File: config.mk
export PLATFORM = sky130hd
export DESIGN_NAME = rgb_hue_fader
export DESIGN_NICKNAME = d
export VERILOG_FILES = /design/src/rtl/rgb_fader_pkg.sv /design/src/rtl/rgb_pwm_chan.sv /design/src/rtl/rgb_hue_fader.sv
export SDC_FILE = /design/constraint.sdc
export NUM_CORES = 1
export LEC_CHECK = 0
export ABC_CLOCK_PERIOD_IN_PS = 22100
export BUFFER_PORTS_ARGS = -buffer_cell sky130_fd_sc_hd__clkbuf_2
export CAP_MARGIN = 20
export CORE_MARGIN = 2
export CORE_UTILIZATION = 30
export DETAILED_ROUTE_END_ITERATION = 7
export PLACE_DENSITY = 0.56
export SYNTH_ARGS = -nofsm -noshare
export SYNTH_HDL_FRONTEND = slang
export SYNTH_SLANG_ARGS = --single-unit
File: constraint.sdc
create_clock -name CLK -period 22.1 [get_ports CLK]
set_input_delay 2.21 -clock CLK [delete_from_list [all_inputs] [get_ports CLK]]
set_output_delay 2.21 -clock CLK [all_outputs]
set_load 0.01 [all_outputs]
File: src/rtl/rgb_fader_pkg.sv
// Shared types, constants and the fixed-point scale helper for the RGB hue-wheel fader.
// Purely declarative: no latency, no flow control.
package rgb_fader_pkg;

  typedef enum logic [1:0] {
    MODE_RUN     = 2'd0,
    MODE_HOLD    = 2'd1,
    MODE_BREATHE = 2'd2,
    MODE_OFF     = 2'd3
  } mode_e;

  typedef enum logic [1:0] {
    ST_IDLE    = 2'd0,
    ST_RUN     = 2'd1,
    ST_HOLD    = 2'd2,
    ST_BREATHE = 2'd3
  } state_e;

  localparam int NUM_SEGS = 6;

  // (c*(eff+1))>>n: full scale on both operands returns full scale, zero stays zero.
  function automatic logic [31:0] scale(input logic [31:0] c, input logic [31:0] eff, input int n);
    scale = (c * (eff + 32'd1)) >> n;
  endfunction

endpackage

File: src/rtl/rgb_pwm_chan.sv
// One active-low PWM channel: duty latched at period start (optional gamma via RGB_FADER_GAMMA_EN).
// Latency: 1 cycle from compare to pad flop; no backpressure, force_off wins immediately.
module rgb_pwm_chan
  import rgb_fader_pkg::*;
#(
  parameter int PWM_BITS = 8
) (
  input  logic                CLK,
  input  logic                RST_N,
  input  logic [PWM_BITS-1:0] duty_in,
  input  logic [PWM_BITS-1:0] pwm_cnt,
  input  logic                pstart,
  input  logic                force_off,
  output logic                pad_n
);

  logic [PWM_BITS-1:0] duty_g;
  logic [PWM_BITS-1:0] duty_cur;
  logic [PWM_BITS-1:0] duty_d, duty_q;
  logic                pad_d, pad_q;

  always_comb begin
`ifdef RGB_FADER_GAMMA_EN
    duty_g = PWM_BITS'(scale(32'(duty_in), 32'(duty_in), PWM_BITS));
`else
    duty_g = duty_in;
`endif
    // The period-start cycle compares against the freshly latched value, not the stale one.
    duty_cur = pstart ? duty_g : duty_q;
    duty_d   = duty_cur;
    pad_d    = force_off ? 1'b1 : !(pwm_cnt < duty_cur);
  end

  always_ff @(posedge CLK or negedge RST_N) begin
    if (!RST_N) begin
      duty_q <= '0;
      pad_q  <= 1'b1;
    end else begin
      duty_q <= duty_d;
      pad_q  <= pad_d;
    end
  end

  assign pad_n = pad_q;

endmodule

File: src/rtl/rgb_hue_fader.sv
// Six-segment hue-wheel RGB driver with global brightness, HOLD and BREATHE modes (gamma: RGB_FADER_GAMMA_EN).
// Latency: 1 cycle compare-to-pad, new colour from next PWM period; no backpressure.
module rgb_hue_fader
  import rgb_fader_pkg::*;
#(
  parameter  int PWM_BITS   = 8,
  parameter  int SEG_BITS   = 6,
  parameter  int STEP_TICKS = 31250,
  localparam int HUE_STEPS  = NUM_SEGS << SEG_BITS,
  localparam int HUE_W      = $clog2(HUE_STEPS)
) (
  input  logic                CLK,
  input  logic                RST_N,
  input  logic                en,
  input  logic [1:0]          mode,
  input  logic [PWM_BITS-1:0] brightness,
  output logic                RGB_R,
  output logic                RGB_G,
  output logic                RGB_B,
  output logic                LED,
  output logic [HUE_W-1:0]    hue,
  output logic                wrap
);

  localparam int                  TICK_W    = (STEP_TICKS > 1) ? $clog2(STEP_TICKS) : 1;
  localparam logic [PWM_BITS-1:0] PWM_MAX   = '1;
  localparam logic [HUE_W-1:0]    HUE_LAST  = HUE_W'(HUE_STEPS - 1);
  localparam logic [TICK_W-1:0]   TICK_LAST = TICK_W'(STEP_TICKS - 1);

  state_e              state_d, state_q;
  logic [TICK_W-1:0]   tick_d, tick_q;
  logic [HUE_W-1:0]    hue_d, hue_q;
  logic [PWM_BITS-1:0] env_d, env_q;
  logic                env_dn_d, env_dn_q;
  logic [PWM_BITS-1:0] pwm_d, pwm_q;
  logic                wrap_d, wrap_q;
  logic                led_d, led_q;

  logic                active, step, run_step, breathe_step, breathe_entry, force_off;
  logic                pstart;
  logic [SEG_BITS-1:0] pos;
  int                  seg;
  logic [PWM_BITS-1:0] ramp, c_r, c_g, c_b, eff, duty_r, duty_g, duty_b;

  always_ff @(posedge CLK or negedge RST_N) begin
    if (!RST_N) state_q <= ST_IDLE;
    else        state_q <= state_d;
  end

  always_comb begin
    state_d = ST_IDLE;
    if (en) begin
      case (mode_e'(mode))
        MODE_RUN:     state_d = ST_RUN;
        MODE_HOLD:    state_d = ST_HOLD;
        MODE_BREATHE: state_d = ST_BREATHE;
        default:      state_d = ST_IDLE;
      endcase
    end
  end

  // Ticks are qualified by the current state, so a mode change on a tick cycle uses the old state.
  always_comb begin
    active        = en && (state_q != ST_IDLE);
    step          = active && (tick_q == TICK_LAST);
    run_step      = step && (state_q == ST_RUN);
    breathe_step  = step && (state_q == ST_BREATHE);
    breathe_entry = (state_d == ST_BREATHE) && (state_q != ST_BREATHE);
    force_off     = (state_q == ST_IDLE) || (state_d == ST_IDLE);
  end

  always_comb begin
    tick_d   = tick_q;
    hue_d    = hue_q;
    env_d    = env_q;
    env_dn_d = env_dn_q;
    wrap_d   = 1'b0;
    led_d    = led_q;

    if (active) tick_d = step ? '0 : tick_q + 1'b1;

    if (run_step) begin
      if (hue_q == HUE_LAST) begin
        hue_d  = '0;
        wrap_d = 1'b1;
        led_d  = !led_q;
      end else begin
        hue_d = hue_q + 1'b1;
      end
    end

    // At each endpoint only the direction flips, so that value lasts one extra tick.
    if (breathe_entry) begin
      env_d    = '0;
      env_dn_d = 1'b0;
    end else if (breathe_step) begin
      if (!env_dn_q) begin
        if (env_q == PWM_MAX) env_dn_d = 1'b1;
        else                  env_d    = env_q + 1'b1;
      end else begin
        if (env_q == '0) env_dn_d = 1'b0;
        else             env_d    = env_q - 1'b1;
      end
    end

    pwm_d = (force_off || (pwm_q == PWM_MAX - 1'b1)) ? '0 : pwm_q + 1'b1;
  end

  always_ff @(posedge CLK or negedge RST_N) begin
    if (!RST_N) begin
      tick_q   <= '0;
      hue_q    <= '0;
      env_q    <= '0;
      env_dn_q <= 1'b0;
      pwm_q    <= '0;
      wrap_q   <= 1'b0;
      led_q    <= 1'b1;
    end else begin
      tick_q   <= tick_d;
      hue_q    <= hue_d;
      env_q    <= env_d;
      env_dn_q <= env_dn_d;
      pwm_q    <= pwm_d;
      wrap_q   <= wrap_d;
      led_q    <= led_d;
    end
  end

  always_comb begin
    pos  = hue_q[SEG_BITS-1:0];
    seg  = int'(hue_q >> SEG_BITS);
    ramp = PWM_BITS'((32'(pos) * 32'(PWM_MAX)) >> SEG_BITS);
    c_r  = '0;
    c_g  = '0;
    c_b  = '0;
    case (seg)
      0: begin c_r = PWM_MAX;        c_g = ramp;           end
      1: begin c_r = PWM_MAX - ramp; c_g = PWM_MAX;        end
      2: begin c_g = PWM_MAX;        c_b = ramp;           end
      3: begin c_g = PWM_MAX - ramp; c_b = PWM_MAX;        end
      4: begin c_r = ramp;           c_b = PWM_MAX;        end
      5: begin c_r = PWM_MAX;        c_b = PWM_MAX - ramp; end
      default: ;
    endcase

    eff = (state_q == ST_BREATHE) ? PWM_BITS'(scale(32'(brightness), 32'(env_q), PWM_BITS))
                                  : brightness;
    duty_r = PWM_BITS'(scale(32'(c_r), 32'(eff), PWM_BITS));
    duty_g = PWM_BITS'(scale(32'(c_g), 32'(eff), PWM_BITS));
    duty_b = PWM_BITS'(scale(32'(c_b), 32'(eff), PWM_BITS));
    pstart = (pwm_q == '0);
  end

  rgb_pwm_chan #(.PWM_BITS(PWM_BITS)) u_chan_r (
    .CLK(CLK), .RST_N(RST_N), .duty_in(duty_r), .pwm_cnt(pwm_q),
    .pstart(pstart), .force_off(force_off), .pad_n(RGB_R)
  );

  rgb_pwm_chan #(.PWM_BITS(PWM_BITS)) u_chan_g (
    .CLK(CLK), .RST_N(RST_N), .duty_in(duty_g), .pwm_cnt(pwm_q),
    .pstart(pstart), .force_off(force_off), .pad_n(RGB_G)
  );

  rgb_pwm_chan #(.PWM_BITS(PWM_BITS)) u_chan_b (
    .CLK(CLK), .RST_N(RST_N), .duty_in(duty_b), .pwm_cnt(pwm_q),
    .pstart(pstart), .force_off(force_off), .pad_n(RGB_B)
  );

  assign hue  = hue_q;
  assign wrap = wrap_q;
  assign LED  = led_q;

endmodule

Yosys cells after proc, flatten, opt, wreduce, memory -nomap -nowiden
Index checks and enable logic that the tools add are counted.
- multiply operators: 5
- equal/unequal tests: 17
- order comparisons: 3
- reduce and logical (&&, ||, !) cells: 24
- add/subtract/negate cells: 8
- muxes and demuxes: 27
- operators with widths (cell ; count):
    two-way mux 8 bit ; 10
    one-hot mux 8 bit (3 select lines) ; 3
    multiplier 8 x 32 -> 16 bit ; 2
    logical NOT 32 bit ; 1
    multiplier 8 x 9 -> 16 bit ; 2
    < comparator 8 bit ; 3
    adder 8 x 1 -> 9 bit (second input constant) ; 2
    adder 8 x 1 -> 8 bit (second input constant) ; 2
    == test 8 bit (second input constant) ; 2
    logical NOT 8 bit ; 2
    adder 15 x 1 -> 15 bit (second input constant) ; 1
    == test 15 bit (second input constant) ; 1
    two-way mux 15 bit ; 1
    multiplier 6 x 8 -> 14 bit (second input constant) ; 1
    two-way mux 1 bit ; 10
    adder 9 x 1 -> 9 bit (second input constant) ; 1
    == test 9 bit (second input constant) ; 1
    two-way mux 9 bit ; 1
    subtractor 8 x 1 -> 8 bit (second input constant) ; 1
    subtractor 8 bit (first input constant) ; 1
    == test 2 bit (second input constant) ; 3
    == test 3 x 2 -> 1 bit (second input constant) ; 2
    == test 3 bit (second input constant) ; 2
    logical NOT 2 bit ; 3
    13 further kinds ; 26
- word-level logic and storage cells: 98
- input port bits: 13
- register bits after elaboration: 72

Longest topological paths before layout
- depth after elaboration: 9
- depth in mapped cells: 50

Hierarchy
A second synthesis with hierarchy kept.
- cell total of the unflattened synthesis: 1550
- area, all modules: 13736.9 sq um
- modules (own cells, without submodules) (module ; area an instance (sq um) ; cells an instance ; times used):
    rgb_hue_fader ; 12243.0 ; 1421 ; 1
    rgb_pwm_chan ; 498.0 ; 43 ; 3

Worst setup path before layout
Ideal clock, no wire load.
- path kind: input-to-reg
- start point: input brightness[4]
- end point: register u_chan_r.pad_q, in the netlist u_chan_r.pad_n
- cell stages on the path: 40
- setup slack: 10.161 ns
- arrival time: 11.828 ns
- buffers on the path: 4
- cells stage by stage: clkbuf_1 > nand2b_1 > fa_1 > fa_1 > inv_1 > fa_1 > inv_1 > fa_1 > inv_1 > ha_1 > nor4_1 > o21ai_2 > nand2_1 > xor2_1 > o21ai_0 > clkbuf_1 > clkbuf_1 > ha_1 > [... 4 more ...] > fa_1 > fa_1 > fa_1 > inv_1 > fa_1 > inv_1 > ha_1 > o21ai_0 > nand2b_1 > and3_1 > a221oi_1 > a21oi_1 > a21oi_1 > xnor3_1 > o21a_1 > ha_1 > nand4_1 > o311ai_0
- word-level cells in the longest chain between the ends: 8
- RTL lines (element ; line ; RTL):
    start: declaration ; rgb_hue_fader.sv:16 ; input logic [PWM_BITS-1:0] brightness,
    multiplier 8 x 9 -> 16 bit ; rgb_fader_pkg.sv:23 ; scale = (c * (eff + 32'd1)) >> n;
    two-way mux 8 bit (*) ; rgb_hue_fader.sv:146 ; eff = (state_q == ST_BREATHE) ? PWM_BITS'(scale(32'(brightness), 32'(env_q), PWM_BITS))
    adder 8 x 1 -> 9 bit (*) ; rgb_fader_pkg.sv:23 ;
    multiplier 8 x 32 -> 16 bit (*) ; rgb_fader_pkg.sv:23 ;
    two-way mux 8 bit (*) ; rgb_pwm_chan.sv:29 ; duty_cur = pstart ? duty_g : duty_q;
    < comparator 8 bit (*) ; rgb_pwm_chan.sv:31 ; pad_d = force_off ? 1'b1 : !(pwm_cnt < duty_cur);
    logical NOT 1 bit (*) ; rgb_pwm_chan.sv:31 ;
    two-way mux 1 bit (*) ; rgb_pwm_chan.sv:31 ;
    named net u_chan_r.pad_d ; rgb_pwm_chan.sv:20 ; logic pad_d, pad_q;
    end signal: assignment ; rgb_pwm_chan.sv:40 ; pad_q <= pad_d;
    end: declaration ; rgb_pwm_chan.sv:20 ;
The timed path passes the listed nets; every way through them passes the cells marked *.
A chain may end at the register's enable or synchronous reset.

Worst setup path in the final report
- start point: input brightness[5]
- end point: register u_chan_r.pad_q, in the netlist u_chan_r.pad_n
The elaborated chain is that of the path after synthesis.

==> results.toml <==
[yosys]
yosysMostFrequentCell = "inv_1"
synth_nets = 1980
synth-edff-count = 0
synth_common_cells = "inv_1, nor2_1, ha_1"
syn_avg_cell_area_um2 = 8.682
yosys_most_used_dff = "dfrtp_1"
yosysWarningCount = 0
synth_area_um2 = 13950
ys_types = 79
yosysSeqAreaShare_pct = 12.95
yosys_register_bits = 72
yosysTopAreaCellShare_pct = 25.11
ys_async_sr_fraction_pct = 100.0
synth_top_area_cell = "fa_1"
synth_cells = 1607
synth_area_leaders = "fa_1, ha_1, dfrtp_1"

[placed_design]
io_buffers = 26
gp_congestion = 0.8560
dpl.hpwl_mm = 26.75
dpl_cell_area_um2 = 14780

[clock_tree]
cts_hold_buffers = 0
cts_root_buf = "clkbuf_16"
cts_resized = 0
clock_path_buffers = 2
clkSinkCount = 72
cts_tree = "yes"
clk_pin_slew_ps = 60
clock_latency_ps = 360
htreeDepth = 3
cts_setup_buffers = 0
cts_buffers = 9

[critical_path]
max_stage_delay_ps = 570
r2r_start = "env_q[0]$_DFFE_PN0P_"
path_max_fanout = 24
setup.worst_path.end_class = "register"
worstPathRequired_ps = 22310
path_class = "in -> reg"
crit_top_cell = "fa_1"
worstPathArrival_ps = 12750
cp-start-kind = "input pin"
cp.depth = 38
r2r_end = "u_chan_r.pad_n$_DFF_PN1_"
crit_family = "adder cells"
crit_path_start = "brightness[5]"
crit_end = "u_chan_r.pad_n$_DFF_PN1_"
path_buf_inv = 7
worst_r2r_path_depth = 39
reg2reg_slack_ps = 9900
critPathSlowestCell = "o41ai_1"

[floorplan]
core_area_um2 = 46260
ios = 27
die_x_um = 219.7
fp.dieArea_um2 = 48250
fp.dieH_um = 219.7
start_util_pct = 30.16
std_cell_rows = 79

[cells_and_area]
drive_above_1_share_pct = 7.334
final_area_um2 = 15100
multiInputGateArea_um2 = 11060
final_nets = 1977
seq_area_um2 = 1807
syn_to_final_growth_pct = 8.214
nFillCells = 4892
n_antenna_cell = 0

[timing]
slew_viol_final = 0
finalCritPeriodShare_pct = 56.72
setup_viol = 0
worst_pin_slew_ps = 970.2
final_hold_viol_count = 0
setup-tns-final_ps = 0
finClkSkew_ps = 10.09
max_freq_mhz = 79.78
rsz0062_at_grt = "false"
fin_crit_ps = 12530
slew_headroom_pct = 35.32

[detailed_routing]
routed_via_density = 4.856
final_antenna_net_count = 0
drc = 0
wl_per_cell_um = 15.24
route.vias.total = 10761
drt_iter0_drc = 459
drt_wl_total_mm = 33.77
dr.pass1.iters = 5

[global_route]
grtUsageMet2_pct = 25.94
overflow = 0
grt_max_degree = 73
grt_usage_pct = 15.03
grt.busiest_layer = "met2"
grt_pass1_vias = 11514
met3_usage_pct = 1.394
grt_util_met1_pct = 19.73
grt_pass1_wl_mm = 58.51
antenna_found_initial = 0

[power_and_ir_drop]
p_int_uw = 514.1
swShare_pct = 44.94
p_per_area_nw_per_um2 = 61.83
seqPwrFrac_pct = 18.1
combPwrFrac_pct = 64.5
power_frac_clock_pct = 17.3
vdd_drop_max_mv = 0.09025
fin_total_pwr_uw = 933.6
p_switching_uw = 419.5
power_leakage_uw = 0.007720

[outcome]
outcome = "finished, final reports clean"

[hold_path]
hold_class = "reg -> reg"

[job]
maxCapViolCount = 0
metrics by stage:
| stage | worst slack (ps) | utilization, % | hold slack, ps | instances |
|---|---|---|---|---|
| global route | 8957 | 32.64 | 488.1 | 2216 |
| detailed placement | 9142 | 31.95 | 448.9 | 2200 |
| CTS | 9497 | 32.64 | 464.1 | 2216 |
| global placement | 9367 | 31.95 | 455.8 | 2200 |
| finish | 9566 | 32.64 | 455.7 | 2216 |
| floorplan | 10160 | - | 425.9 | 1607 |
how the worst min path moves through the flow:
stage                                 startpoint                            to  slack (ps)  cells after the start
finish              u_chan_g.duty_q[7]$_DFF_PN0_  u_chan_g.duty_q[7]$_DFF_PN0_         460                      2
global route        u_chan_g.duty_q[7]$_DFF_PN0_  u_chan_g.duty_q[7]$_DFF_PN0_         490                      2
CTS                 u_chan_g.duty_q[7]$_DFF_PN0_  u_chan_g.duty_q[7]$_DFF_PN0_         460                      2
detailed placement  u_chan_g.duty_q[7]$_DFF_PN0_  u_chan_g.duty_q[7]$_DFF_PN0_         450                      2
global placement    u_chan_g.duty_q[7]$_DFF_PN0_  u_chan_g.duty_q[7]$_DFF_PN0_         460                      2
floorplan           u_chan_g.duty_q[7]$_DFF_PN0_  u_chan_g.duty_q[7]$_DFF_PN0_         430                      2
power groups by stage:
| stage | registers, µW | logic, µW | clock network (µW) |
|---|---|---|---|
| global route | 172 | 695 | 171 |
| finish | 169 | 603 | 162 |
| floorplan | 167 | 448 | 0 |
| CTS | 169 | 609 | 166 |
| global placement | 171 | 585 | 0 |
| detailed placement | 172 | 601 | 0 |
cell families (layout without fill, tap and decap cells):
family	Yosys count	in the layout	synth area share, %
muxes	31	31	2.350
adders and majority gates	360	360	41.70
xor gates and xnor gates	84	84	5.470
DFF	72	72	12.95
buffers and inverters	300	302	8.080
AOI/OAI and AO/OA	184	184	8.995
and+or+nand+nor	576	576	20.46
tightest hold or removal path: stages, from the launching register on:
cell     delay (ps)
dfrtp_1         320
nand2_1          60
nand2_1          50
cell usage in the layout (no fill, tap or decap), drive strengths merged, types with 5 or more instances in the layout:
| master | instances |
|---|---|
| inv | 246 |
| nor2 | 230 |
| ha | 185 |
| fa | 175 |
| dfrtp | 68 |
| nand2 | 65 |
| nor2b | 51 |
| xnor2 | 47 |
| o21ai | 42 |
| a21oi | 41 |
| nand3 | 36 |
| xor2 | 35 |
| or2 | 34 |
| clkbuf | 34 |
| and2 | 33 |
| nor3 | 28 |
| nand2b | 25 |
| mux2i | 20 |
| nand4 | 16 |
| buf | 14 |
| a21o | 13 |
| o21a | 12 |
| and3 | 12 |
| or3 | 11 |
| mux2 | 11 |
| nor4 | 10 |
| nand3b | 7 |
| nor3b | 6 |
| o21bai | 6 |
| a211o | 6 |
| a31oi | 5 |
| o31ai | 5 |
| o41ai | 5 |
flip-flops by register name, indices dropped and copies added, names as in the netlist, 2 cells and up:
register,cells
env_q,8
hue,9
pwm_q,8
state_q,2
tick_q,15
u_chan_b.duty_q,8
u_chan_g.duty_q,8
u_chan_r.duty_q,8
routing by layer:
layer,up-vias,share of wire [%]
met5,-,0
met1,5323,46
met2,173,48
met4,0,2.6
li1,5218,-
met3,47,3.2
final cells by class:
cell class / count / share of cell area, %
timing repair buffer: 39 / 1.525
tap: 607 / 5.030
multi-input combinational: 1235 / 73.22
inverter: 247 / 6.141
clock buffer: 9 / 1.492
clock inverter: 7 / 0.6215
sequential: 72 / 11.97
(Power assumes the default switching activity.)
